==> src/rtl/des_key_sched.sv <==
// DES key schedule: generates the 16 round subkeys, one per accepted request.
// Ports:
//   clk_in              clock, all state updates on its rising edge
//   rst_in              synchronous active-high reset
//   key_in              64-bit DES key (standard bit 1 = key_in[63]), parity ignored
//   key_in_valid        load key_in and start a new schedule
//   decrypt_in          sampled on load: 1 = issue K16..K1, 0 = K1..K16
//   round_req_in        request the next subkey (one per asserted cycle)
//   key_data_out        48-bit round subkey (PC-2 output, bit 1 = [47])
//   key_data_out_valid  one-cycle pulse marking a new subkey
//   round_out           issue index of the subkey on key_data_out
//   sched_done_out      high once all 16 subkeys have been issued
module des_key_sched (
  input  logic        clk_in,
  input  logic        rst_in,
  input  logic [63:0] key_in,
  input  logic        key_in_valid,
  input  logic        decrypt_in,
  input  logic        round_req_in,
  output logic [47:0] key_data_out,
  output logic        key_data_out_valid,
  output logic [3:0]  round_out,
  output logic        sched_done_out
);

  localparam int unsigned KEY_W  = 64;
  localparam int unsigned HALF_W = 28;
  localparam int unsigned CD_W   = 56;
  localparam int unsigned SUB_W  = 48;
  localparam int unsigned CNT_W  = 4;

  // PC-1: entry i is the 1-based key bit that lands in CD bit i+1
  localparam int unsigned PC1 [CD_W] = '{
    57, 49, 41, 33, 25, 17,  9,
     1, 58, 50, 42, 34, 26, 18,
    10,  2, 59, 51, 43, 35, 27,
    19, 11,  3, 60, 52, 44, 36,
    63, 55, 47, 39, 31, 23, 15,
     7, 62, 54, 46, 38, 30, 22,
    14,  6, 61, 53, 45, 37, 29,
    21, 13,  5, 28, 20, 12,  4
  };

  // PC-2: entry i is the 1-based CD bit that lands in subkey bit i+1
  localparam int unsigned PC2 [SUB_W] = '{
    14, 17, 11, 24,  1,  5,
     3, 28, 15,  6, 21, 10,
    23, 19, 12,  4, 26,  8,
    16,  7, 27, 20, 13,  2,
    41, 52, 31, 37, 47, 55,
    30, 40, 51, 45, 33, 48,
    44, 49, 39, 56, 34, 53,
    46, 42, 50, 36, 29, 32
  };

  // Bit n set when the encrypt rotation for issue n is 2 places, else 1
  localparam logic [15:0] SHIFT2 = 16'h7EFC;

  typedef enum logic [1:0] {
    IDLE = 2'd0,
    RUN  = 2'd1,
    DONE = 2'd2
  } state_e;

  state_e              state_q, state_d;
  logic [HALF_W-1:0]   c_q, c_d, d_q, d_d;
  logic [CNT_W-1:0]    cnt_q, cnt_d;
  logic                dec_q, dec_d;
  logic [SUB_W-1:0]    key_q, key_d;
  logic                valid_q, valid_d;
  logic [CNT_W-1:0]    round_q, round_d;
  logic                done_q, done_d;

  logic [CD_W-1:0]     pc1_c;
  logic [HALF_W-1:0]   rot_c, rot_d;
  logic [CNT_W-1:0]    dec_idx;
  logic                two;

  function automatic logic [CD_W-1:0] pc1(input logic [KEY_W-1:0] k);
    logic [CD_W-1:0] r;
    r = '0;
    for (int i = 0; i < 56; i++) begin
      r[6'(55 - i)] = k[6'(64 - PC1[i])];
    end
    return r;
  endfunction

  function automatic logic [SUB_W-1:0] pc2(input logic [CD_W-1:0] cd);
    logic [SUB_W-1:0] r;
    r = '0;
    for (int i = 0; i < 48; i++) begin
      r[6'(47 - i)] = cd[6'(56 - PC2[i])];
    end
    return r;
  endfunction

  function automatic logic [HALF_W-1:0] rotl(input logic [HALF_W-1:0] x, input logic by2);
    return by2 ? {x[25:0], x[27:26]} : {x[26:0], x[27]};
  endfunction

  function automatic logic [HALF_W-1:0] rotr(input logic [HALF_W-1:0] x, input logic by2);
    return by2 ? {x[1:0], x[27:2]} : {x[0], x[27:1]};
  endfunction

  assign pc1_c = pc1(key_in);

  // Decrypt issue n undoes encrypt shift S[16-n]; 16-n mod 16 is the 4-bit negation
  assign dec_idx = 4'(4'd0 - cnt_q);

  // State and output registers
  always_ff @(posedge clk_in) begin
    if (rst_in) begin
      state_q <= IDLE;
      c_q     <= '0;
      d_q     <= '0;
      cnt_q   <= '0;
      dec_q   <= 1'b0;
      key_q   <= '0;
      valid_q <= 1'b0;
      round_q <= '0;
      done_q  <= 1'b0;
    end else begin
      state_q <= state_d;
      c_q     <= c_d;
      d_q     <= d_d;
      cnt_q   <= cnt_d;
      dec_q   <= dec_d;
      key_q   <= key_d;
      valid_q <= valid_d;
      round_q <= round_d;
      done_q  <= done_d;
    end
  end

  // Next-state: a load always wins; requests only act in RUN
  always_comb begin
    state_d = state_q;
    c_d     = c_q;
    d_d     = d_q;
    cnt_d   = cnt_q;
    dec_d   = dec_q;
    key_d   = key_q;
    valid_d = 1'b0;
    round_d = round_q;
    done_d  = done_q;
    rot_c   = c_q;
    rot_d   = d_q;
    two     = 1'b0;

    if (key_in_valid) begin
      c_d     = pc1_c[55:28];
      d_d     = pc1_c[27:0];
      dec_d   = decrypt_in;
      cnt_d   = '0;
      done_d  = 1'b0;
      state_d = RUN;
    end else begin
      case (state_q)
        IDLE: begin
        end
        RUN: begin
          if (round_req_in) begin
            if (dec_q) begin
              // Issue 0 of a decrypt schedule is K16, which needs no rotation
              if (cnt_q != '0) begin
                two   = SHIFT2[dec_idx];
                rot_c = rotr(c_q, two);
                rot_d = rotr(d_q, two);
              end
            end else begin
              two   = SHIFT2[cnt_q];
              rot_c = rotl(c_q, two);
              rot_d = rotl(d_q, two);
            end
            c_d     = rot_c;
            d_d     = rot_d;
            key_d   = pc2({rot_c, rot_d});
            valid_d = 1'b1;
            round_d = cnt_q;
            if (cnt_q == 4'd15) begin
              state_d = DONE;
              done_d  = 1'b1;
            end else begin
              cnt_d = cnt_q + 4'd1;
            end
          end
        end
        DONE: begin
        end
        default: state_d = IDLE;
      endcase
    end
  end

  assign key_data_out       = key_q;
  assign key_data_out_valid = valid_q;
  assign round_out          = round_q;
  assign sched_done_out     = done_q;

endmodule

==> config.mk <==
export PLATFORM = sky130hd
export DESIGN_NAME = des_key_sched
export DESIGN_NICKNAME = d
export VERILOG_FILES = /design/src/rtl/des_key_sched.sv
export SDC_FILE = /design/constraint.sdc
export NUM_CORES = 1
export LEC_CHECK = 0
export BUFFER_PORTS_ARGS = -buffer_cell sky130_fd_sc_hd__clkbuf_2
export CORE_ASPECT_RATIO = 0.9
export CORE_MARGIN = 8
export CORE_UTILIZATION = 27
export CTS_CLUSTER_DIAMETER = 100
export CTS_CLUSTER_SIZE = 14
export DETAILED_ROUTE_END_ITERATION = 8
export SETUP_SLACK_MARGIN = 0.02
export SYNTH_ARGS = -nofsm -noshare
export SYNTH_HDL_FRONTEND = slang
export SYNTH_SLANG_ARGS = --single-unit
==> constraint.sdc <==
create_clock -name clk_in -period 2.9 [get_ports clk_in]
set_input_delay 0.29 -clock clk_in [delete_from_list [all_inputs] [get_ports clk_in]]
set_output_delay 0.29 -clock clk_in [all_outputs]
set_load 0.02 [all_outputs]
==> flow_summary_export.csv, run 1 <==
group,metric,value,unit
synthesis,syn_inst,682,
clocking,cts.sinks,102,
timing,hold_viol,0,
routing,drtPass1Iterations,6,
synthesis,synth_ff_type,"dfxtp_1",
clocking,path_clk_slew,0.07,ns
synthesis,yosysTopAreaCell,"dfxtp_1",
timing,rsz0062_at_grt,"no",
global_route,grt_usage,0.1259,
floorplanning,die_x,171.0,um
floorplanning,coreArea,21440,um2
worst_setup_path,cp_data_arrival_time,2.71,ns
clocking,cts_hold_buf,0,
worst_setup_path,max_stage_delay,0.49,ns
routing,vias,5318,
worst_setup_path,critPathKind,"register to register",
worst_hold_path,hold_end,"c_q[0]",
clocking,cts_buffers,9,
placed_design,dp_hpwl,11.65,mm
timing,final-setup-viol-count,0,
routing,drc,0,
layout,syn_to_final_growth,16.69,%
synthesis,synthArstFlopShare,0,
global_route,grt_pass1_wl,27.28,mm
synthesis,synth_cell_types,55,
clocking,cts_root_buffer,"clkbuf_16",
worst_setup_path,r2r_setup_slack,0.40,ns
routing,dr_wl_met3,832,um
clocking,cts_tree,"built",
placed_design,port_buffers,74,
synthesis,synth_area_leaders,"dfxtp_1 (35%), nor2_1 (7.4%), mux2i_1 (7.2%)",
flow_run,maxCapViolCount,0,
clocking,cts_max_level,3,
worst_setup_path,cp_max_fo,14,
clocking,clkLatencyLatePin,0.36,ns
power,ir_drop,0.0003057,V
worst_hold_path,hold_class,"input pin to register",
routing,drt_iter0_drc,485,
timing,skew,0.009433,ns
layout,seq_area,2043,um2
global_route,grt_start_max_net_pins,56,
routing,routed_via_density,5.168,
worst_setup_path,cp_data_required_time,3.11,ns
synthesis,ys_warn_count,0,
worst_setup_path,critPathCaptureType,"register",
layout,drive_gt1_frac,0.2385,
worst_setup_path,r2r_cells,9,
layout,multi_input_area,3448,um2
synthesis,ys_ff_latch,102,
worst_setup_path,critPathSlowestCell,"o32ai_4",
placed_design,gp_congestion,0.8007,
worst_setup_path,crit_path_start,"cnt_q[0]",
floorplanning,initial_core_util,0.2724,
floorplanning,dieHeight,155.5,um
floorplanning,num_rows,51,
synthesis,synth-seq-area-share,0.3497,
synthesis,netlist_area,5839,um2
routing,drt-total-wl,16.89,mm
worst_setup_path,rr_endpoint,"d_q[22]",
layout,antenna_cells,0,
synthesis,synth.most_common_cell,"nor2_1",
timing,max_freq,400.2,MHz
timing,relSlewSlack,0.4134,
routing,wl_met1,8.318,mm
synthesis,synth.top_cell.area_share,0.3497,
worst_hold_path,hold_path_depth,3,
floorplanning,die_area,26600,um2
synthesis,avgSynthCellArea,8.562,um2
run_status,status,"finished clean",
timing,fin_tns_setup,0,ns
global_route,overflow,0,
layout,nets,804,
timing,slew_viol_final,0,
layout,fillers,2297,
routing,wl_met2,7.499,mm
routing,topRoutingLayerUsed,"met4",
floorplanning,ioPinCount,123,
worst_setup_path,r2r_start,"cnt_q[0]",
clocking,cts_resized,0,
synthesis,synth_commonest_cells,"nor2_1 (115), dfxtp_1 (102), nor3_1 (59)",
routing,wl_per_cell,16.41,um
worst_hold_path,min_from,"key_in[28]",
clocking,clock_path_buffers,2,
power,leakage,0.002435,uW
timing,worstMarginPinSlew,0.8769,ns
timing,fin_crit_sh,0.8616,
routing,ant_nets,0,
timing,min_period,2.499,ns
synthesis,synth_edf_count,0,
worst_setup_path,cp_cell_sequence,"inv_1 > ha_1 > nand2b_2 > o32ai_4 > nor4_4 > buf_4 > buf_4 > a221oi_2 > nor3_1",
global_route,antenna_found_initial,0,
timing,whs,0.1502,ns
worst_setup_path,start_kind,"register",
power,pwr_density_cell,494.5,nW/um2
global_route,grt_pass1_vias,4976,
clocking,post-cts-setup-buffers,0,
worst_setup_path,cp_common_cell,"buf_4",
-- critical path: cells and delay by family, from the launching register on --
kind / cells / cell delay [ns]
AOI/OAI and AO/OA: 2 / 0.81
buffers and inverters: 3 / 0.49
and+or+nand+nor: 3 / 0.37
adders and majority gates: 1 / 0.36
DFF: 1 / 0.32
-- per-layer routing --
layer,up-vias,global-route usage
met5,-,0
met4,0,0.03765
met3,13,0.02685
met2,152,0.1886
met1,2550,0.1771
li1,2603,-
-- how the worst max path moves through the flow --
stage | depth (start not counted) | to
after CTS | 9 | key_data_out[7]
final | 9 | d_q[22]
after global routing | 7 | key_data_out[26]
after global placement | 9 | d_q[22]
after floorplan | 7 | key_data_out[24]
after detailed placement | 9 | d_q[26]
-- sequential cells by signal (all words and copies together) (netlist names), named ones only --
signal              flops
key_data_out           32
d_q                    28
c_q                    28
key_data_out_valid      1
sched_done_out          1
round_out               4
dec_q                   1
cnt_q                   4
state_q                 2
-- cell type report --
cell class	instances	share of cell area
Multi-Input combinational cell	516	0.5061
Timing Repair Buffer	99	0.08557
Clock buffer	11	0.03709
Inverter	5	0.002754
Tap cell	291	0.05343
Clock inverter	5	0.01524
Sequential cell	102	0.2999
-- power by group --
part / switching (uW) / leakage [uW] / internal (uW)
registers: 74.3 / 0.000832 / 1460
clock network: 549 / 0.000176 / 893
logic: 254 / 0.00143 / 145
-- cells in the final DEF, fill, tap and decap left out, types with 2 or more instances in the layout --
| master | netlist | routed |
|---|---|---|
| dfxtp_1 | 102 | 101 |
| clkbuf_8 | 0 | 2 |
| ha_1 | 2 | 2 |
| a211oi_1 | 6 | 6 |
| a221oi_1 | 6 | 6 |
| xnor2_1 | 2 | 2 |
| a221oi_2 | 20 | 20 |
| nand4b_1 | 2 | 2 |
| inv_1 | 4 | 4 |
| o22ai_1 | 7 | 7 |
| nor2_4 | 2 | 3 |
| conb_1 | 1 | 16 |
| a221o_1 | 17 | 17 |
| mux2i_1 | 42 | 42 |
| a22oi_1 | 18 | 18 |
| nor3_1 | 59 | 59 |
| nor3_4 | 2 | 2 |
| a222oi_1 | 6 | 6 |
| nand2_1 | 42 | 42 |
| clkbuf_2 | 0 | 74 |
| o21ai_0 | 24 | 24 |
| clkbuf_16 | 0 | 9 |
| nor2_1 | 115 | 114 |
| bufinv_16 | 0 | 3 |
| o211ai_1 | 26 | 26 |
| buf_12 | 0 | 2 |
| buf_4 | 18 | 23 |
| nand2b_1 | 3 | 3 |
| mux2_2 | 24 | 24 |
| a21oi_1 | 45 | 45 |
| a2bb2oi_1 | 7 | 7 |
-- stage by stage --
stage | instance area (um2) | power [uW] | setup WS (ns) | util | std cells
after detailed placement | 6457 | 1959 | 0.4052 | 0.3012 | 1013
after CTS | 6814 | 3407 | 0.4062 | 0.3178 | 1029
after floorplan | 5896 | 1837 | 0.5925 | - | 697
final | 6814 | 3370 | 0.4013 | 0.3178 | 1029
after global placement | 6457 | 1956 | 0.4173 | 0.3012 | 1013
after global routing | 6814 | 3513 | 0.2671 | 0.3178 | 1029
-- logic make-up after synthesis --
logic type,synth area share
AND/OR/NAND/NOR,0.1943
AO/OA/AOI/OAI,0.2565
flip-flops,0.3497
buffers and inverters,0.07178
multiplexers,0.1183
XOR/XNOR,0.004501
adder cells (fa/ha/maj),0.004285
other,0.0006422
(Power assumes the default switching activity.)
==> run 2, diff against run 1 <==
==> constraint.sdc (replaced) <==
create_clock -name clk_in -period 2.9 [get_ports clk_in]
set_input_delay 0 -clock clk_in [delete_from_list [all_inputs] [get_ports clk_in]]
set_output_delay 0 -clock clk_in [all_outputs]
set_load 0.02 [all_outputs]
==> run 2 against run 1 <==
Critical path type unchanged. First-iteration DRC count rose by 3.1%. Non-clock buffer count grew 33. Maximum frequency down 1.2%. Worst setup slack lost 0.030 ns. Highest routed layer unchanged. Largest power group unchanged.
==> flow_summary_export.csv, run 2 (synthesized netlist as in run 1, its figures left out) <==
group,metric,value,unit
run_status,status,"finished clean",
worst_setup_path,start_kind,"register",
placed_design,gp_congestion,0.7754,
power,total_power,3098,uW
clocking,cts_tree,"built",
clocking,cts_resized,0,
layout,fillers,2309,
floorplanning,die_x,171.0,um
global_route,grt_pass1_vias,5252,
floorplanning,num_rows,51,
clocking,cts_max_level,3,
worst_setup_path,critPathSlowestCell,"o32ai_4",
timing,slew_viol_final,0,
placed_design,place_area,6437,um2
routing,routed_via_density,5.082,
layout,drive_gt1_frac,0.2234,
timing,fin_crit_sh,0.8721,
clocking,cts_root_buffer,"clkbuf_16",
clocking,cts_buffers,9,
global_route,overflow,0,
floorplanning,initial_core_util,0.2724,
worst_hold_path,hold_class,"input pin to register",
layout,mostFrequentLayoutCells,"nor2_1 (114), dfxtp_1 (101), clkbuf_2 (74)",
timing,final-setup-viol-count,0,
timing,skew,0.009099,ns
layout,multi_input_area,3448,um2
routing,ant_nets,0,
clocking,cts.sinks,102,
layout,syn_to_final_growth,20.66,%
worst_setup_path,cp_cell_sequence,"inv_1 > ha_1 > nand2b_2 > o32ai_4 > nor4_4 > buf_4 > buf_4 > a221oi_2 > nor3_1",
worst_setup_path,cp_max_fo,14,
timing,relSlewSlack,0.4689,
timing,max_freq,395.4,MHz
global_route,grt_pass1_wl,28.01,mm
power,leakage,0.002522,uW
routing,wl_met2,7.654,mm
routing,drtPass1Iterations,5,
worst_setup_path,max_stage_delay,0.50,ns
routing,drt_iter0_drc,500,
routing,drt-total-wl,17.01,mm
routing,vias,5392,
global_route,grt_usage,0.1288,
global_route,antenna_found_initial,0,
flow_run,maxCapViolCount,0,
worst_setup_path,cp_common_cell,"buf_4",
worst_setup_path,cp_data_arrival_time,2.74,ns
worst_setup_path,r2r_start,"cnt_q[0]",
clocking,clkLatencyLatePin,0.36,ns
floorplanning,dieHeight,155.5,um
floorplanning,coreArea,21440,um2
layout,layout_commonest_cell,"nor2_1",
floorplanning,die_area,26600,um2
floorplanning,ioPinCount,123,
worst_setup_path,critPathKind,"register to register",
clocking,clock_path_buffers,2,
global_route,grt_start_max_net_pins,57,
power,ir_drop,0.0002870,V
layout,fin_util,0.3286,
timing,worstMarginPinSlew,0.7940,ns
layout,antenna_cells,0,
routing,dr_wl_met3,906,um
routing,wl_per_cell,16.03,um
routing,topRoutingLayerUsed,"met4",
placed_design,port_buffers,74,
worst_setup_path,crit_path_start,"cnt_q[0]",
layout,largest_reg_flops,32,
layout,nets,837,
layout,design_area,7046,um2
timing,rsz0062_at_grt,"no",
worst_hold_path,min_from,"rst_in",
worst_setup_path,cp_data_required_time,3.11,ns
timing,min_period,2.529,ns
timing,hold_viol,0,
layout,seq_area,2043,um2
worst_setup_path,critPathCaptureType,"register",
placed_design,dp_hpwl,11.42,mm
power,pwr_density_cell,439.8,nW/um2
timing,fin_tns_setup,0,ns
routing,wl_met1,8.193,mm
clocking,path_clk_slew,0.06,ns
routing,drc,0,
run 2: cell count changes in the layout (fill, tap and decap cells not counted):
cell | before | now
dlygate4sd3_1 | 0 | 34
clkinvlp_4 | 0 | 1
clkbuf_8 | 2 | 1
inv_6 | 1 | 0
bufinv_16 | 3 | 0
clkbuf_1 | 0 | 2
clkinv_4 | 0 | 1
buf_12 | 2 | 1
run 2: worst paths after layout:
check	end	slack [ns]	cells past startpoint
worst min-delay path	round_out[3]	0.04	2
worst max register to register	d_q[26]	0.37	9
worst min register to register	round_out[3]	0.46	2
worst max-delay path	d_q[26]	0.37	9
run 2: cell type report:
cell class | count | area share
inverters | 5 | 0.002664
well taps | 291 | 0.05168
clock buffers | 12 | 0.03498
multi-input cells | 516 | 0.4894
clock inverters | 3 | 0.003019
flip-flops and latches | 102 | 0.2900
repair buffers | 132 | 0.1282
run 2: repair_timing:
item | in CTS | in global routing
setup endpoints to repair | 0 | 0
hold buffers | 34 | 0
endpoints found under the hold margin | 34 | 0
setup buffers | 0 | 0
run 2: through the flow:
stage	hold slack [ns]	std cells	setup slack [ns]
floorplan	0.1209	697	0.5925
global placement	0.2216	1012	0.4306
detailed placement	0.2273	1012	0.4158
CTS	0.03152	1061	0.3713
global route	0.04933	1061	0.1902
finish	0.04261	1061	0.3710
run 2: metal layers:
metal  vias up  global-route usage
li1       2665                   -
met1      2549              0.1798
met2       167              0.1942
met3        11             0.02862
met4         0             0.03765
met5         -                   0
run 2: where the power goes:
group          total, uW  internal [uW]  switching [uW]  leakage [uW]
combinational        432            173             259       0.00156
sequential          1530           1460            74.1      0.000832
clock               1140            602             535      0.000129
total               3100           2230             868       0.00252
run 2: worst max-delay path, delay by kind of cell, from the launching register on:
kind                       cells  cell delay [ns]
adders and majority gates      1             0.36
DFF                            1             0.33
AOI/OAI and AO/OA              2             0.82
buffers and inverters          3             0.51
and+or+nand+nor                3             0.38
==> run 3, diff against run 2 <==
Settings changed: CTS_BUF_LIST set to sky130_fd_sc_hd__clkbuf_4 sky130_fd_sc_hd__clkbuf_8, RECOVER_POWER set to 50.
==> run 3 against run 2 <==
The flow now finishes with violations (capacitance limit, slew limit). Highest routed layer unchanged. Worst setup slack got worse by 0.041 ns. Clock-buffer cell count unchanged. Sequential cell count did not move. Global-route usage hardly changed. Largest power group unchanged. Critical endpoint unchanged. Via count down 0.17%.
==> flow_summary_export.csv, run 3 (synthesized netlist as in run 1, its figures left out) <==
group,metric,value,unit
timing,layout_setup_ws,0.3303,ns
timing,relSlewSlack,-0.04148,
routing,drt_iter0_drc,475,
layout,mostFrequentLayoutCells,"nor2_1 (114), dfxtp_1 (101), nor3_1 (59)",
run_status,violations,"capacitance limit, slew limit",
routing,drc,0,
global_route,grt_pass1_vias,5273,
power,power_frac_seq,0.546,
clocking,clkLatencyLatePin,0.39,ns
routing,drt-total-wl,17.01,mm
worst_setup_path,cp_data_required_time,3.12,ns
layout,antenna_cells,0,
clocking,cts_tree,"built",
clocking,cts_root_buffer,"clkbuf_8",
routing,vias,5383,
power,pwr-share-comb,0.152,
placed_design,dp_hpwl,11.42,mm
power,pwr_density_cell,408.8,nW/um2
timing,worstMarginPinSlew,1.562,ns
timing,fin_tns_setup,0,ns
placed_design,place_area,6437,um2
global_route,grt_start_max_net_pins,57,
routing,wl_per_cell,16.01,um
layout,syn_to_final_growth,17.25,%
power,p_int,1972,uW
timing,rsz0062_at_grt,"no",
worst_setup_path,critPathCaptureType,"register",
layout,nets,838,
layout,design_area,6847,um2
worst_setup_path,cp_data_arrival_time,2.79,ns
clocking,path_clk_slew,0.10,ns
power,total_power,2799,uW
worst_hold_path,hold_class,"input pin to register",
power,clockPowerShare,0.303,
timing,hold_viol,0,
global_route,overflow,0,
worst_setup_path,cp_max_fo,14,
layout,layout_commonest_cell,"nor2_1",
layout,drive_gt1_frac,0.1647,
routing,routed_via_density,5.069,
floorplanning,ioPinCount,123,
timing,final-setup-viol-count,0,
worst_setup_path,start_kind,"register",
clocking,cts_max_level,3,
power,ir_drop,0.0002696,V
global_route,grt_pass1_wl,27.97,mm
floorplanning,coreArea,21440,um2
power,sw_frac_of_total,0.2953,
timing,skew,0.01509,ns
timing,slew_viol_final,33,
clocking,cts_hold_buf,35,
clocking,clock_path_buffers,2,
layout,layoutNonFillerInstCount,1062,
power,p_sw,826.5,uW
floorplanning,dieHeight,155.5,um
timing,fin_crit_sh,0.8861,
placed_design,place_inst,1012,
global_route,antenna_found_initial,0,
placed_design,port_buffers,74,
placed_design,pre_cts_ws,0.4158,ns
clocking,post-cts-setup-buffers,0,
floorplanning,die_area,26600,um2
floorplanning,die_x,171.0,um
floorplanning,num_rows,51,
timing,min_period,2.570,ns
routing,drtPass1Iterations,5,
placed_design,gp_congestion,0.7754,
flow_run,maxCapViolCount,1,
floorplanning,initial_core_util,0.2724,
power,leakage,0.002319,uW
clocking,cts_resized,0,
routing,ant_nets,0,
run_status,status,"finished with violations",
worst_setup_path,critPathKind,"register to register",
clocking,cts.sinks,102,
clocking,cts_buffers,9,
global_route,grt_usage,0.1284,
layout,largest_reg_flops,32,
timing,max_freq,389.1,MHz
-- run 3: final timing paths --
kind | startpoint | endpoint | slack, ns | cells after the start
max | cnt_q[1] | d_q[26] | 0.33 | 9
min | key_in_valid | c_q[8] | 0.12 | 4
max reg2reg | cnt_q[1] | d_q[26] | 0.33 | 9
min reg2reg | round_out[3] | round_out[3] | 0.46 | 2
-- run 3: layout make-up --
cell class                      instances  area [um2]
Fill cell                            2343       14590
Multi-Input combinational cell        516        3391
Sequential cell                       102        2043
Timing Repair Buffer                  133       855.8
Tap cell                              291       364.1
Clock buffer                           12       152.6
Clock inverter                          3       21.27
Inverter                                5       18.77
-- run 3: power by group through the flow --
stage	clock network, uW	registers, uW	logic [uW]
after floorplan	0	1560	273
after global placement	0	1560	394
after detailed placement	0	1560	397
after CTS	880	1530	437
after global routing	930	1540	472
final	847	1530	425
-- run 3: layer usage --
layer	GRT usage	wire length (um)	share of wire	up-vias
li1	-	-	-	2665
met1	0.1798	8314	0.49	2563
met2	0.1925	7621	0.45	141
met3	0.02660	787	0.046	14
met4	0.04137	284	0.017	0
met5	0	0	0	-
-- run 3: stage by stage --
stage | util | hold WS, ns
2_1_floorplan | - | 0.1209
3_3_place_gp | 0.3002 | 0.2216
3_5_place_dp | 0.3002 | 0.2273
4_1_cts | 0.3247 | 0.1327
5_1_grt | 0.3193 | 0.1492
6_report | 0.3193 | 0.1161
-- run 3: worst max-delay path: stages, from the launching register on --
cell and delay, ns:
dfxtp_1 0.34, inv_1 0.06, ha_1 0.34, nand2b_2 0.24
o32ai_4 0.47, nor4_1 0.11, buf_4 0.22, buf_4 0.22
a221oi_2 0.31, nor3_1 0.08
